<file path="src/rtl/truth_table_bist_pkg.sv">
// Shared types and sizing for the 3-input truth-table BIST.
package truth_table_bist_pkg;
    localparam int NUM_VECTORS = 8;
    localparam int IDX_W       = 3;
    localparam int ERR_W       = 4;
    localparam int TMR_W       = 4;

    typedef enum logic [1:0] {
        ST_IDLE   = 2'd0,
        ST_SETTLE = 2'd1,
        ST_CHECK  = 2'd2,
        ST_DONE   = 2'd3
    } state_t;
endpackage

</file>
<file path="src/rtl/truth_table_bist_if.sv">
// Control/status bundle between a BIST controller (master) and the BIST (slave).
interface truth_table_bist_if;
    import truth_table_bist_pkg::*;

    logic                   i_start;
    logic                   i_abort;
    logic [NUM_VECTORS-1:0] i_expected;
    logic                   i_f;
    logic                   o_a;
    logic                   o_b;
    logic                   o_c;
    logic                   o_busy;
    logic                   o_done;
    logic                   o_pass;
    logic [ERR_W-1:0]       o_err_count;
    logic [NUM_VECTORS-1:0] o_err_map;

    modport master (
        output i_start, i_abort, i_expected, i_f,
        input  o_a, o_b, o_c, o_busy, o_done, o_pass, o_err_count, o_err_map
    );

    modport slave (
        input  i_start, i_abort, i_expected, i_f,
        output o_a, o_b, o_c, o_busy, o_done, o_pass, o_err_count, o_err_map
    );
endinterface

</file>
<file path="src/rtl/truth_table_bist_settle_timer.sv">
// Down-counter that times how long each stimulus vector is held before F is sampled.
module bist_settle_timer #(
    parameter int W = 4
) (
    input  logic         i_clk,
    input  logic         i_reset,
    input  logic         i_load,
    input  logic [W-1:0] i_load_val,
    input  logic         i_en,
    output logic         o_expired
);
    logic [W-1:0] r_cnt;

    always_ff @(posedge i_clk) begin
        if (i_reset)
            r_cnt <= '0;
        else if (i_load)
            r_cnt <= i_load_val;
        else if (i_en && (r_cnt != '0))
            r_cnt <= r_cnt - 1'b1;
    end

    assign o_expired = (r_cnt == '0);
endmodule

</file>
<file path="src/rtl/truth_table_bist.sv">
// Sweeps {A,B,C} through all 8 vectors, compares F against a latched golden table.
module truth_table_bist
    import truth_table_bist_pkg::*;
#(
    parameter int SETTLE_CYCLES = 2
) (
    input  logic               i_clk,
    input  logic               i_reset,
    truth_table_bist_if.slave  bus
);
    localparam logic [TMR_W-1:0] SETTLE_LOAD = TMR_W'(SETTLE_CYCLES - 1);
    localparam logic [IDX_W-1:0] LAST_IDX    = IDX_W'(NUM_VECTORS - 1);

    state_t                 r_state, w_state_nxt;
    logic [IDX_W-1:0]       r_idx, w_idx_nxt;
    logic [IDX_W-1:0]       r_abc;
    logic [NUM_VECTORS-1:0] r_shadow;
    logic [NUM_VECTORS-1:0] r_err_map;
    logic [ERR_W-1:0]       r_err_count;
    logic                   w_tmr_load, w_tmr_expired;
    logic                   w_clear, w_latch, w_record, w_mismatch;
    logic                   w_busy_nxt;

    bist_settle_timer #(.W(TMR_W)) u_timer (
        .i_clk      (i_clk),
        .i_reset    (i_reset),
        .i_load     (w_tmr_load),
        .i_load_val (SETTLE_LOAD),
        .i_en       (r_state == ST_SETTLE),
        .o_expired  (w_tmr_expired)
    );

    always_ff @(posedge i_clk) begin
        if (i_reset)
            r_state <= ST_IDLE;
        else
            r_state <= w_state_nxt;
    end

    always_comb begin
        w_state_nxt = r_state;
        w_idx_nxt   = r_idx;
        w_tmr_load  = 1'b0;
        w_clear     = 1'b0;
        w_latch     = 1'b0;
        w_record    = 1'b0;
        case (r_state)
            ST_IDLE, ST_DONE: begin
                if (bus.i_start && !bus.i_abort) begin
                    w_state_nxt = ST_SETTLE;
                    w_idx_nxt   = '0;
                    w_tmr_load  = 1'b1;
                    w_clear     = 1'b1;
                    w_latch     = 1'b1;
                end
            end
            ST_SETTLE: begin
                if (bus.i_abort) begin
                    w_state_nxt = ST_IDLE;
                    w_idx_nxt   = '0;
                    w_clear     = 1'b1;
                end else if (w_tmr_expired) begin
                    w_state_nxt = ST_CHECK;
                end
            end
            ST_CHECK: begin
                if (bus.i_abort) begin
                    w_state_nxt = ST_IDLE;
                    w_idx_nxt   = '0;
                    w_clear     = 1'b1;
                end else begin
                    w_record = 1'b1;
                    if (r_idx == LAST_IDX) begin
                        w_state_nxt = ST_DONE;
                    end else begin
                        w_state_nxt = ST_SETTLE;
                        w_idx_nxt   = r_idx + 1'b1;
                        w_tmr_load  = 1'b1;
                    end
                end
            end
            default: w_state_nxt = ST_IDLE;
        endcase
    end

    // Case inequality so an X/Z on F counts as a failing vector.
    assign w_mismatch = (bus.i_f !== r_shadow[r_idx]);
    assign w_busy_nxt = (w_state_nxt == ST_SETTLE) || (w_state_nxt == ST_CHECK);

    always_ff @(posedge i_clk) begin
        if (i_reset) begin
            r_idx       <= '0;
            r_abc       <= '0;
            r_shadow    <= '0;
            r_err_map   <= '0;
            r_err_count <= '0;
        end else begin
            r_idx <= w_idx_nxt;
            r_abc <= w_busy_nxt ? w_idx_nxt : '0;
            if (w_latch)
                r_shadow <= bus.i_expected;
            if (w_clear) begin
                r_err_map   <= '0;
                r_err_count <= '0;
            end else if (w_record && w_mismatch) begin
                r_err_map[r_idx] <= 1'b1;
                r_err_count      <= r_err_count + 1'b1;
            end
        end
    end

    assign bus.o_a         = r_abc[2];
    assign bus.o_b         = r_abc[1];
    assign bus.o_c         = r_abc[0];
    assign bus.o_busy      = (r_state == ST_SETTLE) || (r_state == ST_CHECK);
    assign bus.o_done      = (r_state == ST_DONE);
    assign bus.o_pass      = (r_state == ST_DONE) && (r_err_count == '0);
    assign bus.o_err_count = r_err_count;
    assign bus.o_err_map   = r_err_map;
endmodule

</file>
<file path="src/flat_wrapper.sv">
// flat-port wrapper written by rule: the top's interface ports become plain ports
module truth_table_bist_flat import truth_table_bist_pkg::*;
#(
    parameter int SETTLE_CYCLES = 2
)
  (i_clk, i_reset, bus_i_start, bus_i_abort, bus_i_expected, bus_i_f, bus_o_a, bus_o_b, bus_o_c, bus_o_busy, bus_o_done, bus_o_pass, bus_o_err_count, bus_o_err_map);
  truth_table_bist_if bus_i ();
  input  logic i_clk;
  input  logic i_reset;
  input wire logic [$bits(bus_i.i_start)-1:0] bus_i_start;
  input wire logic [$bits(bus_i.i_abort)-1:0] bus_i_abort;
  input wire logic [$bits(bus_i.i_expected)-1:0] bus_i_expected;
  input wire logic [$bits(bus_i.i_f)-1:0] bus_i_f;
  output wire logic [$bits(bus_i.o_a)-1:0] bus_o_a;
  output wire logic [$bits(bus_i.o_b)-1:0] bus_o_b;
  output wire logic [$bits(bus_i.o_c)-1:0] bus_o_c;
  output wire logic [$bits(bus_i.o_busy)-1:0] bus_o_busy;
  output wire logic [$bits(bus_i.o_done)-1:0] bus_o_done;
  output wire logic [$bits(bus_i.o_pass)-1:0] bus_o_pass;
  output wire logic [$bits(bus_i.o_err_count)-1:0] bus_o_err_count;
  output wire logic [$bits(bus_i.o_err_map)-1:0] bus_o_err_map;
  assign bus_i.i_start = bus_i_start;
  assign bus_i.i_abort = bus_i_abort;
  assign bus_i.i_expected = bus_i_expected;
  assign bus_i.i_f = bus_i_f;
  assign bus_o_a = bus_i.o_a;
  assign bus_o_b = bus_i.o_b;
  assign bus_o_c = bus_i.o_c;
  assign bus_o_busy = bus_i.o_busy;
  assign bus_o_done = bus_i.o_done;
  assign bus_o_pass = bus_i.o_pass;
  assign bus_o_err_count = bus_i.o_err_count;
  assign bus_o_err_map = bus_i.o_err_map;
  truth_table_bist #(.SETTLE_CYCLES(SETTLE_CYCLES)) u_core (.i_clk(i_clk), .i_reset(i_reset), .bus(bus_i));
endmodule
</file>
<file path="config.mk">
export PLATFORM = sky130hd
export DESIGN_NAME = truth_table_bist_flat
export DESIGN_NICKNAME = d
export VERILOG_FILES = /design/src/rtl/truth_table_bist_pkg.sv /design/src/rtl/truth_table_bist_if.sv /design/src/rtl/truth_table_bist_settle_timer.sv /design/src/rtl/truth_table_bist.sv /design/src/flat_wrapper.sv
export SDC_FILE = /design/constraint.sdc
export NUM_CORES = 1
export LEC_CHECK = 0
export CORE_UTILIZATION = 30
export DETAILED_ROUTE_END_ITERATION = 16
export PLACE_DENSITY = 0.6
export SYNTH_ARGS = -nofsm -noshare
export SYNTH_HDL_FRONTEND = slang
export SYNTH_SLANG_ARGS = --single-unit
export TNS_END_PERCENT = 5
</file>
<file path="constraint.sdc">
create_clock -name i_clk -period 1.95 [get_ports i_clk]
set_input_delay 0.39 -clock i_clk [delete_from_list [all_inputs] [get_ports i_clk]]
set_output_delay 0.39 -clock i_clk [all_outputs]
set_load 0.01 [all_outputs]
</file>
**After elaboration in Yosys (flattened, before gate mapping)**

Index checks and enable logic that the tools add are counted.

- Add/sub/neg operators: 3
- Multipliers: 0
- Div/mod/pow operators: 0
- Magnitude comparators: 2
- Equality and inequality tests: 7
- Shift operators: 0
- Muxes and demuxes: 26
- Bitwise operators: 2
- Reduce and logical (&&, ||, !) cells: 18

Operator list:

| cell | count |
|---|---|
| $mux 3 | 4 |
| $mux 1 | 11 |
| $mux 2 | 5 |
| $reduce_or 2->1 | 5 |
| $pmux 3 s3 | 1 |
| $logic_not 4->1 | 2 |
| $or 8x8->8 | 1 |
| $eq 2x2->1 const B | 3 |
| $pmux 2 s3 | 1 |
| $logic_and 1x1->1 | 5 |
| $add 4x1->4 const B | 1 |
| $eq 2x1->1 const B | 2 |
| $lt 3x4->1 const B | 1 |
| $pmux 1 s2 | 2 |
| $reduce_bool 4->1 | 1 |
| $sub 4x1->4 const B | 1 |
| $add 3x1->3 const B | 1 |
| $bmux 1 s3 | 1 |
| $demux 1 s3 | 1 |
| $eq 3x3->1 const B | 1 |
| $ge 3x1->1 const B | 1 |
| $logic_not 2->1 | 1 |
| $logic_or 1x1->1 | 2 |
| $reduce_bool 2->1 | 1 |
| other kinds (3) | 3 |

- Register bits: 32
- Bits in latches: 0
- Bits in writable memories: 0
- Memory bits (read-only): 0
- Output and inout port bits: 18
- Memories: 0

**Longest topological paths before layout**

Gate-level depths: netlist of run 1.

- Word-level depth: 8
- Mapped depth: 9
- Gate-level depth less buffers: 7

**Cells and area by module**

From an unflattened synthesis of run 1, not the netlist that was laid out.

- Cell total of the unflattened synthesis: 184
- Area, all modules: 1569.0 um^2

Modules (own cells, without submodules):

| module | times used | cells an instance | area an instance (um^2) | seq. area each (um^2) |
|---|---|---|---|---|
| truth_table_bist | 1 | 155 | 1306.3 | 560.5 |
| bist_settle_timer | 1 | 29 | 262.8 | 80.1 |

**Worst setup path before layout of run 1**

Ideal clock, no wire load.

- Path type: reg-to-reg
- Start point: reg u_core.r_state[0]
- End point: reg u_core.r_abc[1]
- Library setup time: 0.112 ns
- Arrival time: 1.847 ns
- Path slack: -0.009 ns
- Stages on the path, launching flop included: 9
- Buffers on the path: 1
- Period minus slack after synthesis: 1.959 ns
- Cells stage by stage: dfxtp_1 > inv_1 > ha_1 > clkbuf_1 > inv_1 > a32oi_1 > o21bai_1 > xor2_1 > a2111oi_1

- Longest elaborated chain between the ends: 7

RTL lines:

| what | line | text |
|---|---|---|
| start: declaration | truth_table_bist.sv:14 | `state_t r_state, w_state_nxt;` |
| start signal: assignment | truth_table_bist.sv:37 | `r_state <= w_state_nxt;` |
| $eq 2x2->1 (tied with other cells) | truth_table_bist.sv:47 | `case (r_state)` |
| $reduce_or 2->1 or $mux 2 (tied branches) | truth_table_bist.sv:47, truth_table_bist.sv:58 |  |
| $pmux 2 s3 | truth_table_bist.sv:47 |  |
| $eq 2x1->1 or $eq 2x2->1 (tied branches) | truth_table_bist.sv:88 | `assign w_busy_nxt = (w_state_nxt == ST_SETTLE) \|\| (w_state_nxt == ST_CHECK);` |
| $logic_or 1x1->1 | truth_table_bist.sv:88 |  |
| $not 1->1 (no line) | -- |  |
| $reduce_or 2->1 (no line) | -- |  |
| end signal: assignment | truth_table_bist.sv:99 | `r_abc <= w_busy_nxt ? w_idx_nxt : '0;` |
| end: declaration | truth_table_bist.sv:16 | `logic [IDX_W-1:0] r_abc;` |

Several ways; a longest one is shown, not always the timed one.
A chain may end at the register's enable or synchronous reset.

**Final worst setup path of run 1**

- Start point: reg u_core.r_idx[0]
- End point: reg u_core.r_err_map[1] (netlist: u_core.bus.o_err_map[1])

- Longest elaborated chain between the ends: 5

RTL lines:

| what | line | text |
|---|---|---|
| start: declaration | truth_table_bist.sv:15 | `logic [IDX_W-1:0] r_idx, w_idx_nxt;` |
| start signal: assignment | truth_table_bist.sv:98 | `r_idx <= w_idx_nxt;` |
| $lt 3x4->1 (not written as such) or $ge 3x1->1 (tied branches) | truth_table_bist.sv:106 | `r_err_map[r_idx] <= 1'b1;` |
| $logic_and 1x1->1 (not written as such) | truth_table_bist.sv:106 |  |
| $mux 1 (not written as such) | truth_table_bist.sv:106 |  |
| $demux 1 s3 | -- |  |
| $or 8x8->8 (no line) | -- |  |
| end signal: assignment | truth_table_bist.sv:95 | `r_err_map <= '0;` |
| end signal: assignment | truth_table_bist.sv:103 | `r_err_map <= '0;` |
| end signal: indexed assignment | truth_table_bist.sv:106 |  |
| end: declaration | truth_table_bist.sv:18 | `logic [NUM_VECTORS-1:0] r_err_map;` |

Several ways; a longest one is shown, not always the timed one. The select of a mux whose other input is x is not followed.

==> results of run 1 <==
==> routing by layer <==
metal,vias up,global-route usage,part of all wire
met5,-,0,0
met4,0,0.0610,0.013
met3,7,0.0387,0.040
met2,33,0.231,0.47
met1,636,0.181,0.47
li1,704,-,-
==> Yosys cell counts (2+ instances only) <==
cell type	count	area share
nand2_1	23	0.057
nor2_1	20	0.050
a41oi_1	2	0.012
xor2_1	2	0.012
o21bai_1	2	0.0099
nand2b_1	4	0.017
ha_1	7	0.058
inv_1	8	0.020
nor2b_1	6	0.025
a211oi_1	2	0.0099
buf_4	2	0.0099
dfxtp_1	32	0.42
a31oi_1	8	0.033
nand3_1	3	0.0099
nor3_1	4	0.013
a21oi_1	16	0.053
clkbuf_1	5	0.012
buf_6	2	0.015
mux2i_1	7	0.046
==> critical path, cell delays in order, from the launching register on <==
cell and delay, ns:
dfxtp_1 0.31, buf_4 0.16, mux2i_1 0.12, mux4_2 0.48
mux2i_2 0.16, buf_4 0.16, buf_4 0.15, a31oi_1 0.17
nor2_1 0.05
==> cell type report <==
type / instances / area, µm²
clock buffer: 8 / 90.1
fill: 472 / 2660
inverter: 8 / 30.0
multi-input combinational: 125 / 816
sequential: 32 / 646
tap: 67 / 83.8
timing repair buffer: 52 / 463
==> final timing paths <==
| path | startpoint | end | slack, ns |
|---|---|---|---|
| hold / removal | u_core.r_shadow[5] | u_core.r_shadow[5] | 0.45 |
| setup / recovery | u_core.r_idx[0] | u_core.bus.o_err_map[1] | 0.08 |
| setup reg to reg | u_core.r_idx[0] | u_core.bus.o_err_map[1] | 0.08 |
| hold reg to reg | u_core.r_shadow[5] | u_core.r_shadow[5] | 0.45 |
==> stage by stage <==
| stage | TNS, ns | total power, W | util | setup slack (ns) | hold slack (ns) |
|---|---|---|---|---|---|
| floorplan | 0 | 0.00102 | - | 0.0301 | 0.436 |
| detailed placement | -0.649 | 0.00123 | 0.418 | -0.215 | 0.448 |
| global placement | -0.300 | 0.00123 | 0.418 | -0.121 | 0.443 |
| global route | -0.00213 | 0.00190 | 0.445 | -0.00213 | 0.483 |
| CTS | 0 | 0.00176 | 0.438 | 0.0359 | 0.456 |
| finish | 0 | 0.00178 | 0.445 | 0.0810 | 0.452 |
==> report_power, final <==
group / total, W / internal [W] / leakage [nW] / switching [W]
sequential: 0.000721 / 0.000694 / 0.260 / 0.0000276
combinational: 0.000543 / 0.000258 / 0.492 / 0.000285
clock: 0.000516 / 0.000287 / 0.0455 / 0.000229
total: 0.00178 / 0.00124 / 0.797 / 0.000541
==> flip-flops by register name, summed over array words and instances (netlist names) <==
register	count
u_core.r_idx	3
u_core.bus.o_err_count	4
u_core.u_timer.r_cnt	4
u_core.bus.o_err_map	8
u_core.r_abc	3
u_core.r_state	2
u_core.r_shadow	8
==> kinds of logic after synthesis <==
| logic type | after synthesis | synth area share |
|---|---|---|
| AO/OA/AOI/OAI | 37 | 0.155 |
| XOR/XNOR | 3 | 0.0174 |
| adder cells (fa/ha/maj) | 7 | 0.0580 |
| buffers and inverters | 18 | 0.0596 |
| flip-flops | 32 | 0.424 |
| multiplexers | 9 | 0.0704 |
| AND/OR/NAND/NOR | 69 | 0.215 |
==> what timing repair did <==
item	CTS	global route
resized for setup	7	7
setup endpoints to repair	3	12
pin swaps	0	2
endpoints found under the hold margin	0	0
gates cloned	0	0
==> flow_metrics.py, run 1 <==
metrics = {
    "die": {
        "start_util": 0.316,
        "num_io_pins": 31,
        "die_w_um": 73.0,
        "die_h_um": 73.0,
        "dieArea_um2": 5320,
        "rows": 25,
        "core_um2": 4790,
    },
    "global_routing": {
        "grt_max_degree": 10,
        "grtUsageTotal": 0.144,
        "grt_pass1_wl_um": 5830,
        "grt-ovfl-total": 0,
        "antenna_found_initial": 0,
        "grt_pass1_vias": 1314,
    },
    "drt": {
        "wire_per_inst_um": 11.7,
        "vias": 1380,
        "via_per_inst": 4.73,
        "dr.pass1.iters": 4,
        "ant_nets": 0,
        "postRouteWirelength_um": 3410,
        "drt-initial-drc-count": 30,
        "drcViolationCount": 0,
    },
    "clock_network": {
        "clock_latency_ns": 0.28,
        "cts_made_buffers": 5,
        "cts_buffer_depth": 2,
        "htreeDepth": 2,
        "cts_sinks": 32,
        "cts_tree": "yes",
        "cts_root_buf": "clkbuf_8",
        "path_clk_slew_ns": 0.06,
        "hold_buffers": 0,
        "post-cts-setup-buffers": 0,
    },
    "sta": {
        "finalHoldViolCount": 0,
        "setup_violations": 0,
        "relSlewSlack": 0.786,
        "period_minus_slack_ns": 1.87,
        "post-route-period-util": 0.958,
        "finalClockSkew_ns": 0.00793,
        "slew_viol_final": 0,
        "max_freq_mhz": 535,
        "worst_pin_slew_ns": 0.318,
    },
    "yosys": {
        "synth_cell_types": 39,
        "synth-edff-count": 0,
        "yosys_warnings": 0,
        "synth-seq-cells": 32,
        "synth_cells": 175,
        "seq_area_frac_synth": 0.424,
        "syn-num-nets": 195,
        "avgSynthCellArea_um2": 8.63,
        "synth_ff_type": "dfxtp_1",
        "synthesis.area_um2": 1510,
        "synth-async-reset-ratio": 0,
    },
    "placement": {
        "gp_congestion": 0.915,
        "postPlaceCellArea_um2": 2000,
        "place_hpwl_um": 2500,
        "dp.cells": 284,
        "port_buffers": 30,
    },
    "power_and_ir_drop": {
        "power_density_nw_per_um2": 837,
        "p_leak_nw": 0.798,
        "ir_worst_vdd_v": 0.000358,
    },
    "cells_and_area": {
        "final_common_cell": "dfxtp_1",
        "final_cell_mix": "dfxtp_1, clkdlybuf4s50_1, nand2_1",
        "antenna_cells": 0,
        "area_delta_synth_final_pct": 40.9,
        "final_area_um2": 2130,
        "final_cells": 292,
        "fin_nets": 244,
        "post_route_cells_drive_above_1_share": 0.182,
    },
    "run": {
        "drv_cap": 0,
    },
    "worst_setup_path": {
        "critPathMaxFanout": 9,
        "path_class": "reg2reg",
        "cp.arrival_ns": 2.04,
        "crit_required_ns": 2.13,
        "rr_worst_depth": 8,
        "cp-start-kind": "flop",
        "end_kind": "flop",
    },
    "hold_path": {
        "hp-class": "reg2reg",
        "worst_hold_path.num_cells": 2,
    },
    "outcome": {
        "outcome": "finished, final reports clean",
    },
}
Note: power is estimated with default switching activity, not from simulation.
==> run 2: changes to the inputs <==
--- a/config.mk
+++ b/config.mk
@@ -7,6 +7,7 @@
 export LEC_CHECK = 0
 export CORE_UTILIZATION = 30
 export DETAILED_ROUTE_END_ITERATION = 16
+export HOLD_SLACK_MARGIN = 0.05
 export PLACE_DENSITY = 0.6
 export SYNTH_ARGS = -nofsm -noshare
 export SYNTH_HDL_FRONTEND = slang
==> results of run 2 <==
Same layout as run 1: the final DEF is identical, and so are final timing and power.
==> run 3: changes to the inputs <==
--- a/config.mk
+++ b/config.mk
@@ -5,10 +5,13 @@
 export SDC_FILE = /design/constraint.sdc
 export NUM_CORES = 1
 export LEC_CHECK = 0
+export CELL_PAD_IN_SITES_DETAIL_PLACEMENT = 1
+export CELL_PAD_IN_SITES_GLOBAL_PLACEMENT = 1
 export CORE_UTILIZATION = 30
+export CTS_CLUSTER_SIZE = 28
 export DETAILED_ROUTE_END_ITERATION = 16
 export HOLD_SLACK_MARGIN = 0.05
-export PLACE_DENSITY = 0.6
+export PLACE_DENSITY = 0.75
 export SYNTH_ARGS = -nofsm -noshare
 export SYNTH_HDL_FRONTEND = slang
 export SYNTH_SLANG_ARGS = --single-unit
==> run 3 against run 2 <==
Power rose by 1.3%. Core utilization did not move. Design area did not move. Clock skew rose by 0.0014 ns. Register-to-register slack barely moved. Largest cell class unchanged. Largest power group unchanged. Highest routed layer unchanged.
==> flow_metrics.py, run 3 (same netlist as run 1, synthesis figures left out) <==
metrics = {
    "global_routing": {
        "grt_max_degree": 17,
        "grtUsageTotal": 0.160,
        "grt-ovfl-total": 0,
        "grt_pass1_vias": 1432,
        "grt_pass1_wl_um": 6490,
        "antenna_found_initial": 0,
    },
    "sta": {
        "relSlewSlack": 0.720,
        "slew_viol_final": 0,
        "finalClockSkew_ns": 0.00930,
        "period_minus_slack_ns": 1.86,
        "finalHoldViolCount": 0,
        "setup_violations": 0,
        "worst_slack_ns": 0.0889,
        "max_freq_mhz": 537,
        "post-route-period-util": 0.954,
        "worst_pin_slew_ns": 0.418,
    },
    "die": {
        "dieArea_um2": 5320,
        "num_io_pins": 31,
        "core_um2": 4790,
        "die_h_um": 73.0,
        "rows": 25,
        "die_w_um": 73.0,
        "start_util": 0.316,
    },
    "placement": {
        "dp.cells": 284,
        "gp_congestion": 0.823,
        "dp_slack_ns": -0.197,
        "port_buffers": 30,
        "place_hpwl_um": 2990,
    },
    "cells_and_area": {
        "fin_nets": 244,
        "area_delta_synth_final_pct": 40.9,
        "final_common_cell": "dfxtp_1",
        "final_cell_mix": "dfxtp_1, clkdlybuf4s50_1, nand2_1",
        "antenna_cells": 0,
        "final_cells": 292,
        "post_route_cells_drive_above_1_share": 0.173,
    },
    "power_and_ir_drop": {
        "ir_worst_vdd_v": 0.000316,
        "power_density_nw_per_um2": 848,
        "p_leak_nw": 0.798,
    },
    "worst_setup_path": {
        "r2r_start": "u_core.u_timer.r_cnt[1]",
        "rr_worst_depth": 8,
        "critPathMaxFanout": 3,
        "cp.arrival_ns": 2.06,
        "cp_slowest_stage_delay_ns": 0.40,
        "r2r-end": "u_core.r_abc[2]",
        "crit_required_ns": 2.15,
        "r2r_slack_ns": 0.09,
        "end_kind": "flop",
        "path_cells": "inv_1, ha_2, or3b_4, a32oi_1, o21bai_1, xor2_1, buf_4, nor3_4",
        "slowest_stage": "or3b_4",
        "path_class": "reg2reg",
        "cp-start-kind": "flop",
    },
    "clock_network": {
        "cts_tree": "yes",
        "post-cts-setup-buffers": 0,
        "cts_sinks": 32,
        "cts_root_buf": "clkbuf_8",
        "htreeDepth": 2,
        "cts_buffer_depth": 2,
        "cts_made_buffers": 5,
        "path_clk_slew_ns": 0.07,
        "clock_latency_ns": 0.28,
    },
    "drt": {
        "vias": 1408,
        "ant_nets": 0,
        "drt-initial-drc-count": 34,
        "drcViolationCount": 0,
        "wire_per_inst_um": 13.4,
        "postRouteWirelength_um": 3900,
        "dr.pass1.iters": 4,
        "via_per_inst": 4.82,
    },
    "run": {
        "drv_cap": 0,
    },
    "hold_path": {
        "hold_path.startpoint": "u_core.r_shadow[6]",
        "min_to": "u_core.r_shadow[6]",
        "hp-class": "reg2reg",
        "worst_hold_path.num_cells": 2,
    },
    "outcome": {
        "outcome": "finished, final reports clean",
    },
}
run 3: final cells by class:
| class | instances | area, µm² |
|---|---|---|
| fillers | 594 | 2660 |
| inverters | 8 | 30.0 |
| well taps | 67 | 83.8 |
| multi-input cells | 125 | 817 |
| flip-flops and latches | 32 | 642 |
| clock inverters | 2 | 10.0 |
| repair buffers | 52 | 463 |
| clock buffers | 6 | 82.6 |
run 3: worst max-delay path by stage:
stage	startpoint	end	slack (ns)	cells past startpoint
4_1_cts	u_core.u_timer.r_cnt[0]	u_core.r_abc[2]	0.02	8
3_3_place_gp	bus_i_abort	u_core.r_abc[1]	-0.08	6
5_1_grt	u_core.u_timer.r_cnt[0]	u_core.r_abc[2]	-0.03	8
2_1_floorplan	u_core.r_state[0]	u_core.r_abc[1]	0.03	7
3_5_place_dp	bus_i_abort	u_core.r_abc[1]	-0.20	6
6_report	u_core.u_timer.r_cnt[1]	u_core.r_abc[2]	0.09	8
run 3: where the power goes:
group | internal (W) | total, W | leakage (nW) | switching, W
combinational | 0.000266 | 0.000560 | 0.488 | 0.000294
sequential | 0.000691 | 0.000717 | 0.260 | 0.0000261
clock | 0.000281 | 0.000527 | 0.0510 | 0.000246
total | 0.00124 | 0.00180 | 0.798 | 0.000566
run 3: repair_timing:
item,CTS,global route
setup endpoints to repair,6,3
pin swaps,1,3
hold buffers,0,0
resized for setup,3,8
run 3: metrics by stage:
stage	TNS (ns)	hold WS [ns]	power [W]	cell area, µm²	util
global route	-0.0255	0.495	0.00192	2130	0.445
CTS	0	0.460	0.00179	2090	0.437
detailed placement	-0.607	0.451	0.00126	2000	0.418
floorplan	0	0.436	0.00102	1510	-
finish	0	0.458	0.00180	2130	0.445
global placement	-0.142	0.443	0.00124	2000	0.418
run 3: per-layer routing:
metal  up-vias  global-route usage  share of wire
met4         0              0.0501         0.0079
met5         -                   0              0
met2        31               0.291           0.52
met3         5              0.0373          0.040
met1       669               0.185           0.44
li1        703                   -              -
run 3: critical path: cells and delay by family (launching register included):
kind            cells  cell delay [ns]
simple gates        2             0.56
compound gates      2             0.33
flops               1             0.32
fa+ha+maj           1             0.16
buf+inv             2             0.23
xor+xnor            1             0.17
